File: src/rtl/servant_uart_loader_if.sv
// Wishbone write-only bus between the UART loader (master) and the RAM port (slave).
interface servant_uart_loader_if;
   logic [31:0] adr;
   logic [31:0] dat;
   logic [3:0]  sel;
   logic        we;
   logic        stb;
   logic        ack;

   modport master (output adr, output dat, output sel, output we, output stb, input ack);
   modport slave  (input adr, input dat, input sel, input we, input stb, output ack);
endinterface

File: src/rtl/servant_uart_loader.sv
// Boot-time UART-to-Wishbone program loader.
// Receives an 8N1 image (16-bit word count, then little-endian words) and
// writes it to RAM, holding the CPU in reset until the image is complete.
// Optional feature macro: SERVANT_LOADER_CHECKSUM_EN adds a trailing XOR
// checksum byte that must match before the CPU is released.
module servant_uart_loader #(
   parameter int CLKS_PER_BIT = 868,
   parameter int AW           = 13
) (
   input  logic                  wb_clk,
   input  logic                  wb_rst,
   input  logic                  i_rx,
   servant_uart_loader_if.master wb,
   output logic                  o_cpu_rst,
   output logic                  o_done,
   output logic                  o_err
);

   localparam int CW = $clog2(CLKS_PER_BIT);
   localparam logic [CW-1:0] BIT_LAST  = CW'(CLKS_PER_BIT - 1);
   localparam logic [CW-1:0] HALF_LAST = CW'(CLKS_PER_BIT / 2 - 1);

   localparam logic [1:0] RX_IDLE  = 2'd0;
   localparam logic [1:0] RX_START = 2'd1;
   localparam logic [1:0] RX_DATA  = 2'd2;
   localparam logic [1:0] RX_STOP  = 2'd3;

   localparam logic [2:0] LD_HDR0  = 3'd0;
   localparam logic [2:0] LD_HDR1  = 3'd1;
   localparam logic [2:0] LD_DATA  = 3'd2;
   localparam logic [2:0] LD_DRAIN = 3'd3;
   localparam logic [2:0] LD_DONE  = 3'd4;
   localparam logic [2:0] LD_ERR   = 3'd5;
`ifdef SERVANT_LOADER_CHECKSUM_EN
   localparam logic [2:0] LD_CSUM  = 3'd6;
`endif

   localparam logic [AW-3:0] IDX_ONE = 1;

   // ---------------------------------------------------------------- RX path
   logic          rx_s1, rx_s2, rx_prev;
   logic [1:0]    rx_state;
   logic [CW-1:0] rx_cnt;
   logic [2:0]    rx_bit;
   logic [7:0]    rx_byte;
   logic          byte_valid;
   logic          frame_err;

   // Two-flop synchroniser plus one delayed copy for falling-edge detection.
   always_ff @(posedge wb_clk or posedge wb_rst) begin
      // NOTE: every flop uses <= so all registers update together on the edge.
      if (wb_rst) begin
         rx_s1   <= 1'b1;
         rx_s2   <= 1'b1;
         rx_prev <= 1'b1;
      end else begin
         rx_s1   <= i_rx;
         rx_s2   <= rx_s1;
         rx_prev <= rx_s2;
      end
   end

   // 8N1 receiver: mid-bit sampling, single-cycle byte_valid / frame_err pulses.
   always_ff @(posedge wb_clk or posedge wb_rst) begin
      if (wb_rst) begin
         rx_state   <= RX_IDLE;
         rx_cnt     <= '0;
         rx_bit     <= 3'd0;
         rx_byte    <= 8'h00;
         byte_valid <= 1'b0;
         frame_err  <= 1'b0;
      end else begin
         byte_valid <= 1'b0;
         frame_err  <= 1'b0;
         case (rx_state)
            RX_IDLE: begin
               rx_cnt <= '0;
               if (rx_prev && !rx_s2) rx_state <= RX_START;
            end
            RX_START: begin
               if (rx_cnt == HALF_LAST) begin
                  rx_cnt   <= '0;
                  rx_bit   <= 3'd0;
                  // Line back high at mid-start means it was only a glitch.
                  rx_state <= rx_s2 ? RX_IDLE : RX_DATA;
               end else begin
                  rx_cnt <= rx_cnt + CW'(1);
               end
            end
            RX_DATA: begin
               if (rx_cnt == BIT_LAST) begin
                  rx_cnt  <= '0;
                  rx_byte <= {rx_s2, rx_byte[7:1]};
                  rx_bit  <= rx_bit + 3'd1;
                  if (rx_bit == 3'd7) rx_state <= RX_STOP;
               end else begin
                  rx_cnt <= rx_cnt + CW'(1);
               end
            end
            default: begin
               if (rx_cnt == BIT_LAST) begin
                  rx_cnt     <= '0;
                  byte_valid <= rx_s2;
                  frame_err  <= !rx_s2;
                  rx_state   <= RX_IDLE;
               end else begin
                  rx_cnt <= rx_cnt + CW'(1);
               end
            end
         endcase
      end
   end

   // ------------------------------------------------------------ Loader FSM
   logic [2:0]    ld_state;
   logic [7:0]    hdr_lo;
   logic [15:0]   words_left;
   logic [AW-3:0] idx;
   logic [23:0]   asm_reg;
   logic [1:0]    byte_sel;
   logic [31:0]   adr;
   logic [31:0]   dat;
   logic          stb;
   logic          cpu_rst;
   logic          done;
   logic          err;
   logic          wr_free;
`ifdef SERVANT_LOADER_CHECKSUM_EN
   logic [7:0]    csum;
`endif

   // The bus is free for a new word when idle or when the pending write is acked now.
   assign wr_free = !stb || wb.ack;

   // Header parse, word assembly, Wishbone write issue and completion tracking.
   always_ff @(posedge wb_clk or posedge wb_rst) begin
      // NOTE: data registers are reset too so an aborted load leaves no stale word on the bus.
      if (wb_rst) begin
         ld_state   <= LD_HDR0;
         hdr_lo     <= 8'h00;
         words_left <= 16'h0000;
         idx        <= '0;
         asm_reg    <= 24'h000000;
         byte_sel   <= 2'd0;
         adr        <= 32'h0000_0000;
         dat        <= 32'h0000_0000;
         stb        <= 1'b0;
         cpu_rst    <= 1'b1;
         done       <= 1'b0;
         err        <= 1'b0;
`ifdef SERVANT_LOADER_CHECKSUM_EN
         csum       <= 8'h00;
`endif
      end else begin
         // An acked write ends on this edge unless a new word is issued below.
         if (stb && wb.ack) stb <= 1'b0;

         if (frame_err && ld_state != LD_DONE && ld_state != LD_ERR) begin
            ld_state <= LD_ERR;
            err      <= 1'b1;
         end else begin
            case (ld_state)
               LD_HDR0: begin
                  if (byte_valid) begin
                     hdr_lo   <= rx_byte;
                     ld_state <= LD_HDR1;
                  end
               end
               LD_HDR1: begin
                  if (byte_valid) begin
                     words_left <= {rx_byte, hdr_lo};
                     byte_sel   <= 2'd0;
                     if ({rx_byte, hdr_lo} != 16'h0000) begin
                        ld_state <= LD_DATA;
                     end else begin
`ifdef SERVANT_LOADER_CHECKSUM_EN
                        ld_state <= LD_CSUM;
`else
                        ld_state <= LD_DONE;
                        done     <= 1'b1;
                        cpu_rst  <= 1'b0;
`endif
                     end
                  end
               end
               LD_DATA: begin
                  if (byte_valid) begin
`ifdef SERVANT_LOADER_CHECKSUM_EN
                     csum <= csum ^ rx_byte;
`endif
                     if (byte_sel != 2'd3) begin
                        asm_reg[{byte_sel, 3'b000} +: 8] <= rx_byte;
                        byte_sel <= byte_sel + 2'd1;
                     end else if (!wr_free) begin
                        // Previous word still on the bus: this word is lost.
                        ld_state <= LD_ERR;
                        err      <= 1'b1;
                     end else begin
                        dat        <= {rx_byte, asm_reg};
                        adr        <= {{(32-AW){1'b0}}, idx, 2'b00};
                        stb        <= 1'b1;
                        idx        <= idx + IDX_ONE;
                        byte_sel   <= 2'd0;
                        words_left <= words_left - 16'd1;
                        if (words_left == 16'd1) begin
`ifdef SERVANT_LOADER_CHECKSUM_EN
                           ld_state <= LD_CSUM;
`else
                           ld_state <= LD_DRAIN;
`endif
                        end
                     end
                  end
               end
`ifdef SERVANT_LOADER_CHECKSUM_EN
               LD_CSUM: begin
                  if (byte_valid) begin
                     if (rx_byte == csum) begin
                        ld_state <= LD_DRAIN;
                     end else begin
                        ld_state <= LD_ERR;
                        err      <= 1'b1;
                     end
                  end
               end
`endif
               LD_DRAIN: begin
                  // Release the CPU only once the final write has been acked.
                  if (wr_free) begin
                     ld_state <= LD_DONE;
                     done     <= 1'b1;
                     cpu_rst  <= 1'b0;
                  end
               end
               default: begin
                  ld_state <= ld_state;
               end
            endcase
         end
      end
   end

   // Strobe is gated by reset so an abort drops it without waiting for a clock.
   assign wb.stb    = stb && !wb_rst;
   assign wb.adr    = adr;
   assign wb.dat    = dat;
   assign wb.sel    = 4'hF;
   assign wb.we     = 1'b1;
   assign o_cpu_rst = cpu_rst;
   assign o_done    = done;
   assign o_err     = err;

endmodule

File: src/flat_wrapper.sv
// flat-port wrapper written by rule: the top's interface ports become plain ports
module servant_uart_loader_flat 
#(
   parameter int CLKS_PER_BIT = 868,
   parameter int AW           = 13
)
  (wb_clk, wb_rst, i_rx, o_cpu_rst, o_done, o_err, wb_adr, wb_dat, wb_sel, wb_we, wb_stb, wb_ack);
  servant_uart_loader_if wb_i ();
  input  logic wb_clk;
  input  logic wb_rst;
  input  logic i_rx;
  output logic o_cpu_rst;
  output logic o_done;
  output logic o_err;
  output wire logic [$bits(wb_i.adr)-1:0] wb_adr;
  output wire logic [$bits(wb_i.dat)-1:0] wb_dat;
  output wire logic [$bits(wb_i.sel)-1:0] wb_sel;
  output wire logic [$bits(wb_i.we)-1:0] wb_we;
  output wire logic [$bits(wb_i.stb)-1:0] wb_stb;
  input wire logic [$bits(wb_i.ack)-1:0] wb_ack;
  assign wb_adr = wb_i.adr;
  assign wb_dat = wb_i.dat;
  assign wb_sel = wb_i.sel;
  assign wb_we = wb_i.we;
  assign wb_stb = wb_i.stb;
  assign wb_i.ack = wb_ack;
  servant_uart_loader #(.CLKS_PER_BIT(CLKS_PER_BIT), .AW(AW)) u_core (.wb_clk(wb_clk), .wb_rst(wb_rst), .i_rx(i_rx), .wb(wb_i), .o_cpu_rst(o_cpu_rst), .o_done(o_done), .o_err(o_err));
endmodule
File: config.mk
export PLATFORM = sky130hd
export DESIGN_NAME = servant_uart_loader_flat
export DESIGN_NICKNAME = d
export VERILOG_FILES = /design/src/rtl/servant_uart_loader_if.sv /design/src/rtl/servant_uart_loader.sv /design/src/flat_wrapper.sv
export SDC_FILE = /design/constraint.sdc
export NUM_CORES = 1
export LEC_CHECK = 0
export CAP_MARGIN = 15
export CORE_ASPECT_RATIO = 1.2
export CORE_MARGIN = 2
export CORE_UTILIZATION = 56
export CTS_BUF_LIST = sky130_fd_sc_hd__clkbuf_4 sky130_fd_sc_hd__clkbuf_8 sky130_fd_sc_hd__clkbuf_16
export CTS_CLUSTER_SIZE = 16
export DETAILED_ROUTE_END_ITERATION = 10
export PLACE_DENSITY = 0.84
export SLEW_MARGIN = 10
export SYNTH_ARGS = -nofsm -noshare
export SYNTH_HDL_FRONTEND = slang
export SYNTH_SLANG_ARGS = --single-unit
export TNS_END_PERCENT = 30
File: constraint.sdc
create_clock -name wb_clk -period 5.6 [get_ports wb_clk]
set_input_delay 1.12 -clock wb_clk [delete_from_list [all_inputs] [get_ports wb_clk]]
set_output_delay 1.12 -clock wb_clk [all_outputs]
set_load 0.005 [all_outputs]
== Yosys cells after proc, flatten, opt, wreduce, memory -nomap -nowiden ==
Cells that the tools add are included.
W data, S select, Z words.

* Order comparisons: 0
* Equal/unequal tests: 31
* Reductions and logical operators: 31
* Div/mod/pow operators: 0
* Mux-type cells: 57
* Multipliers: 0
* Shifts and indexed selects: 2
* Bitwise logic cells: 2
* $add $sub $neg: 6

{| class="wikitable"
|+ Operators with widths
! operator !! count
|-
| $mux W16 || 4
|-
| $mux W3 || 11
|-
| $pmux W16 S2 || 1
|-
| $bwmux W24 || 1
|-
| $shift A8 B7 Y24 const A || 1
|-
| $shiftx A8 B7 Y24 || 1
|-
| $mux W1 || 21
|-
| $mux W10 || 2
|-
| $mux W2 || 10
|-
| $pmux W10 S2 || 1
|-
| $reduce_and A5 Y1 || 4
|-
| $ne A2 B1 Y1 const B || 9
|-
| $eq A16 B1 Y1 const B || 1
|-
| $reduce_bool A16 Y1 || 1
|-
| $sub A16 B1 Y16 const B || 1
|-
| $ne A3 B1 Y1 const B || 5
|-
| $pmux W3 S4 || 1
|-
| $add A11 B1 Y11 const B || 1
|-
| $add A10 B1 Y10 const B || 1
|-
| $eq A10 B10 Y1 const B || 1
|-
| $eq A10 B9 Y1 const B || 1
|-
| $reduce_bool A2 Y1 || 5
|-
| $ne A2 B2 Y1 const B || 4
|-
| $reduce_and A4 Y1 || 2
|-
| other kinds (28) || 39
|}

* Word-level logic and storage cells: 150
* Memory bits (read-only): 0
* Latch bits: 0
* Memories: 0
* Register bits: 139
* RAM bits: 0
* Input port bits: 4

== Longest topological paths before layout ==
* Depth in word-level cells: 7
* Depth in mapped cells: 8
* Gate-level depth less buffers: 7

== Worst setup path before layout ==
No wires, ideal clock.

* Path kind: input-to-output
* From: input wb_rst
* To: output wb_stb
* Path buffers: 0
* Cell stages on the path: 1
* Setup slack: 3245 ps
* Required time: 4480 ps
* Arrival time: 1235 ps
* Path through: nor2b_1

* Longest elaborated chain between the ends: 2

{| class="wikitable"
|+ Ends and longest elaborated chain
! element !! RTL line !! RTL
|-
| start, declared || flat_wrapper.sv:10 || <nowiki>input logic wb_rst;</nowiki>
|-
| $logic_not A1 Y1 (no source line) || -- ||
|-
| $logic_and A1 B1 Y1 || servant_uart_loader.sv:244 || <nowiki>assign wb.stb = stb && !wb_rst;</nowiki>
|-
| end, declared || flat_wrapper.sv:19 || <nowiki>output wire logic [$bits(wb_i.stb)-1:0] wb_stb;</nowiki>
|}

No other way between the ends.

== Final worst setup path ==
Same ends and word-level chain as after synthesis.

==> results by group <==
Power and ir drop
  – Pwr dens: 292 mW/mm^2
  – Lkg Pwr: 3.33 nW
  – Tot Pwr: 2.18 mW
  – Peak supply drop: 0.197 mV

GRT
  – Largest net degree at the start of global routing: 72
  – Total track usage: 23.2%
  – Remaining global-route overflow: 0
  – Initial antenna violation count: 0
  – First-pass GRT wire length: 22100 um
  – Number of global-route vias before repair: 4492

Timing
  – Relative max-transition margin: 26.6%
  – Final worst slack: 2.24 ns
  – Slew Viols, Final: 0
  – Minimum clock period: 3.36 ns
  – Final count of negative-setup-slack endpoints: 0
  – F_max: 0.298 GHz
  – Final Hold Vio Count: 0
  – Setup TNS: 0 ns
  – Clk_skew: 0.00671 ns
  – RSZ-0062 raised after global routing: no
  – Slew @ Worst Pin: 1.10 ns
  – Tcrit/Tclk final: 60.0%

Synth
  – Post-synth top area share: 52.7%
  – Cell taking the most area after synthesis: dfrtp_1
  – Async set or reset register ratio after synthesis: 100%
  – Synth Flop Type: dfrtp_1
  – Seq/Total Area, Yosys: 54.4%
  – Synth Cell Area: 0.00640 mm^2
  – Synth Register Bits: 139
  – Syn_area_per_cell: 10.9 um^2
  – Yosys warns: 0
  – Most area-consuming cells after synthesis: dfrtp_1 (53%), mux2_2 (9.8%), nand2_1 (4.3%)
  – Post-synth cell types: 62
  – Post-synthesis instance total: 586
  – Post-synth EDFFs: 0

Clocking
  – H-Tree Depth: 4
  – Post-CTS Hold Buffers: 0
  – Worst-Skew Late Latency: 0.41 ns
  – CTS sink cnt: 139
  – Post-CTS sizing: 0
  – CTS tree: yes
  – Longest Clk Path Bufs: 2
  – Postcts setup bufs: 0
  – CTS Buf Count: 17
  – Worst-path clk slew: 0.06 ns
  – CTS root buf: clkbuf_16

Floorplan
  – FP Rows: 42
  – Placeable core region: 0.0111 mm^2
  – I/O pin count: 77
  – Starting Density: 57.8%
  – Die area: 0.0123 mm^2
  – Die H: 121 um
  – Die width: 102 um

Setup path
  – CP Capture Type: primary output
  – CP max stage cell: clkdlybuf4s50_1
  – Worst Path Buf+Inv: 2
  – Cell chain of the critical path: clkdlybuf4s50_1, nor2b_1, clkdlybuf4s50_1
  – Crit-path max FO: 2
  – Cell mode on critical path: clkdlybuf4s50_1
  – CP required: 4.48 ns
  – CP Data Arrival Time: 2.24 ns
  – Worst setup path class: primary input to primary output
  – CP peak stage delay: 0.52 ns
  – Critical path startpoint category: primary input
  – CP top delay family: buffers and inverters

Finish
  – # fillers: 806
  – Multi-input logic area: 0.00264 mm^2
  – FF/Latch Area: 0.00348 mm^2
  – Largest register FFs: 32
  – Number of inserted diodes: 0
  – Layout Nets: 646
  – Post-layout util: 67.4%
  – Area delta synth->final: 16.6%
  – Design Area, Final: 0.00747 mm^2
  – Layout cells sized above 1: 17.3%

Detailed routing
  – Drt first-iter violations: 365
  – DR pass1 iterations: 5
  – Post-Route WL: 13100 um
  – DR vias: 4506
  – Drt wl/cell: 16.5 um
  – Routed Antenna Nets: 0
  – Vias per std cell: 5.67
  – Drt drc: 0

Placement
  – Number of port buffers: 50
  – Worst slack, placed: 2.24 ns
  – Routability cong.: 0.820
  – Post-DP HPWL: 8650 um
  – Dpl cell area: 0.00690 mm^2

Hold path
  – Worst min-delay path class: flop to flop

Status
  – Status: finished, final reports clean

Run
  – MaxCap Viol Count: 0
-- worst register-to-register path: stages, from the launching register on --
cell	delay [ns]
dfrtp_1	0.46
inv_1	0.15
ha_1	0.37
nor3b_1	0.89
nand2_1	0.18
o21ai_0	0.20
-- cells by family (layout without fill, tap and decap cells) --
group           count (synthesis)  after routing  synth area share, %
fa+ha+maj                      12             12                 2.34
mux                            62             62                 11.2
xor+xnor                       19             19                 2.60
other cells                     2             26                0.117
simple gates                  186            186                 14.2
flops                         139            139                 54.4
buf+inv                        67             98                 5.94
compound gates                 99             99                 9.22
-- cells in the mapped netlist (6+ instances only) --
library cell,instances
a21oi_1,20
buf_1,6
buf_4,26
clkbuf_1,13
dfrtp_1,135
ha_1,12
inv_1,14
mux2_2,56
nand2_1,74
nand3_1,21
nor2_1,36
nor3_1,12
nor4_1,9
o21ai_0,44
xnor2_1,12
xor2_1,7
-- metal layers --
| layer | GRT usage (%) | routed length (um) |
|---|---|---|
| met1 | 29.1 | 5320 |
| met2 | 38.7 | 6900 |
| met3 | 5.47 | 644 |
| met4 | 9.12 | 244 |
| met5 | 0 | 0 |
-- cell usage in the layout, fill, tap and decap left out, types with 3 or more instances in the layout --
master and count:
a21oi_1 20, a22oi_1 3, a31oi_1 5, buf_4 4
clkbuf_16 17, clkbuf_4 3, clkdlybuf4s50_1 50, clkinv_2 4
conb_1 26, dfrtp_1 135, dfstp_2 4, ha_1 12
inv_1 13, mux2_2 56, mux2_4 5, nand2_1 74
nand2b_1 3, nand3_1 21, nand4_1 3, nor2_1 36
nor2b_1 4, nor3_1 12, nor3b_1 4, nor4_1 9
o211ai_1 4, o21a_1 3, o21ai_0 44, o22a_1 3
o22ai_1 3, xnor2_1 12, xor2_1 7
-- layout make-up --
cell class              instances  share of cell area (%)
inverters                      14                   0.737
repair buffers                 54                    7.10
well taps                     154                    2.58
flip-flops and latches        139                    46.6
clock inverters                 8                    1.27
multi-input cells             404                    35.3
clock buffers                  22                    6.37
-- power breakdown --
part           switching, mW  leakage (nW)  internal, mW
registers             0.0199          1.87          1.02
clock network          0.389         0.282         0.684
logic                 0.0487          1.17        0.0204
total                  0.458          3.33          1.72
-- path summary, 6_finish.rpt --
kind                                      to                from  slack, ns  cells after the start
max                                   wb_stb              wb_rst       2.24                      3
min                             u_core.rx_s2        u_core.rx_s1       0.36                      0
max reg2reg                u_core.asm_reg[6]  u_core.byte_sel[0]       3.27                      5
min reg2reg                     u_core.rx_s2        u_core.rx_s1       0.36                      0
max in group asynchronous   u_core.wb.dat[8]              wb_rst       3.34                      3
min in group asynchronous   u_core.rx_bit[2]              wb_rst       1.26                      2
-- through the flow --
| stage | hold slack [ns] | cells |
|---|---|---|
| floorplan | 0.345 | 610 |
| global placement | 0.347 | 765 |
| detailed placement | 0.348 | 765 |
| CTS | 0.356 | 795 |
| global route | 0.358 | 795 |
| finish | 0.355 | 795 |
Power figures use the tool's default switching activity.
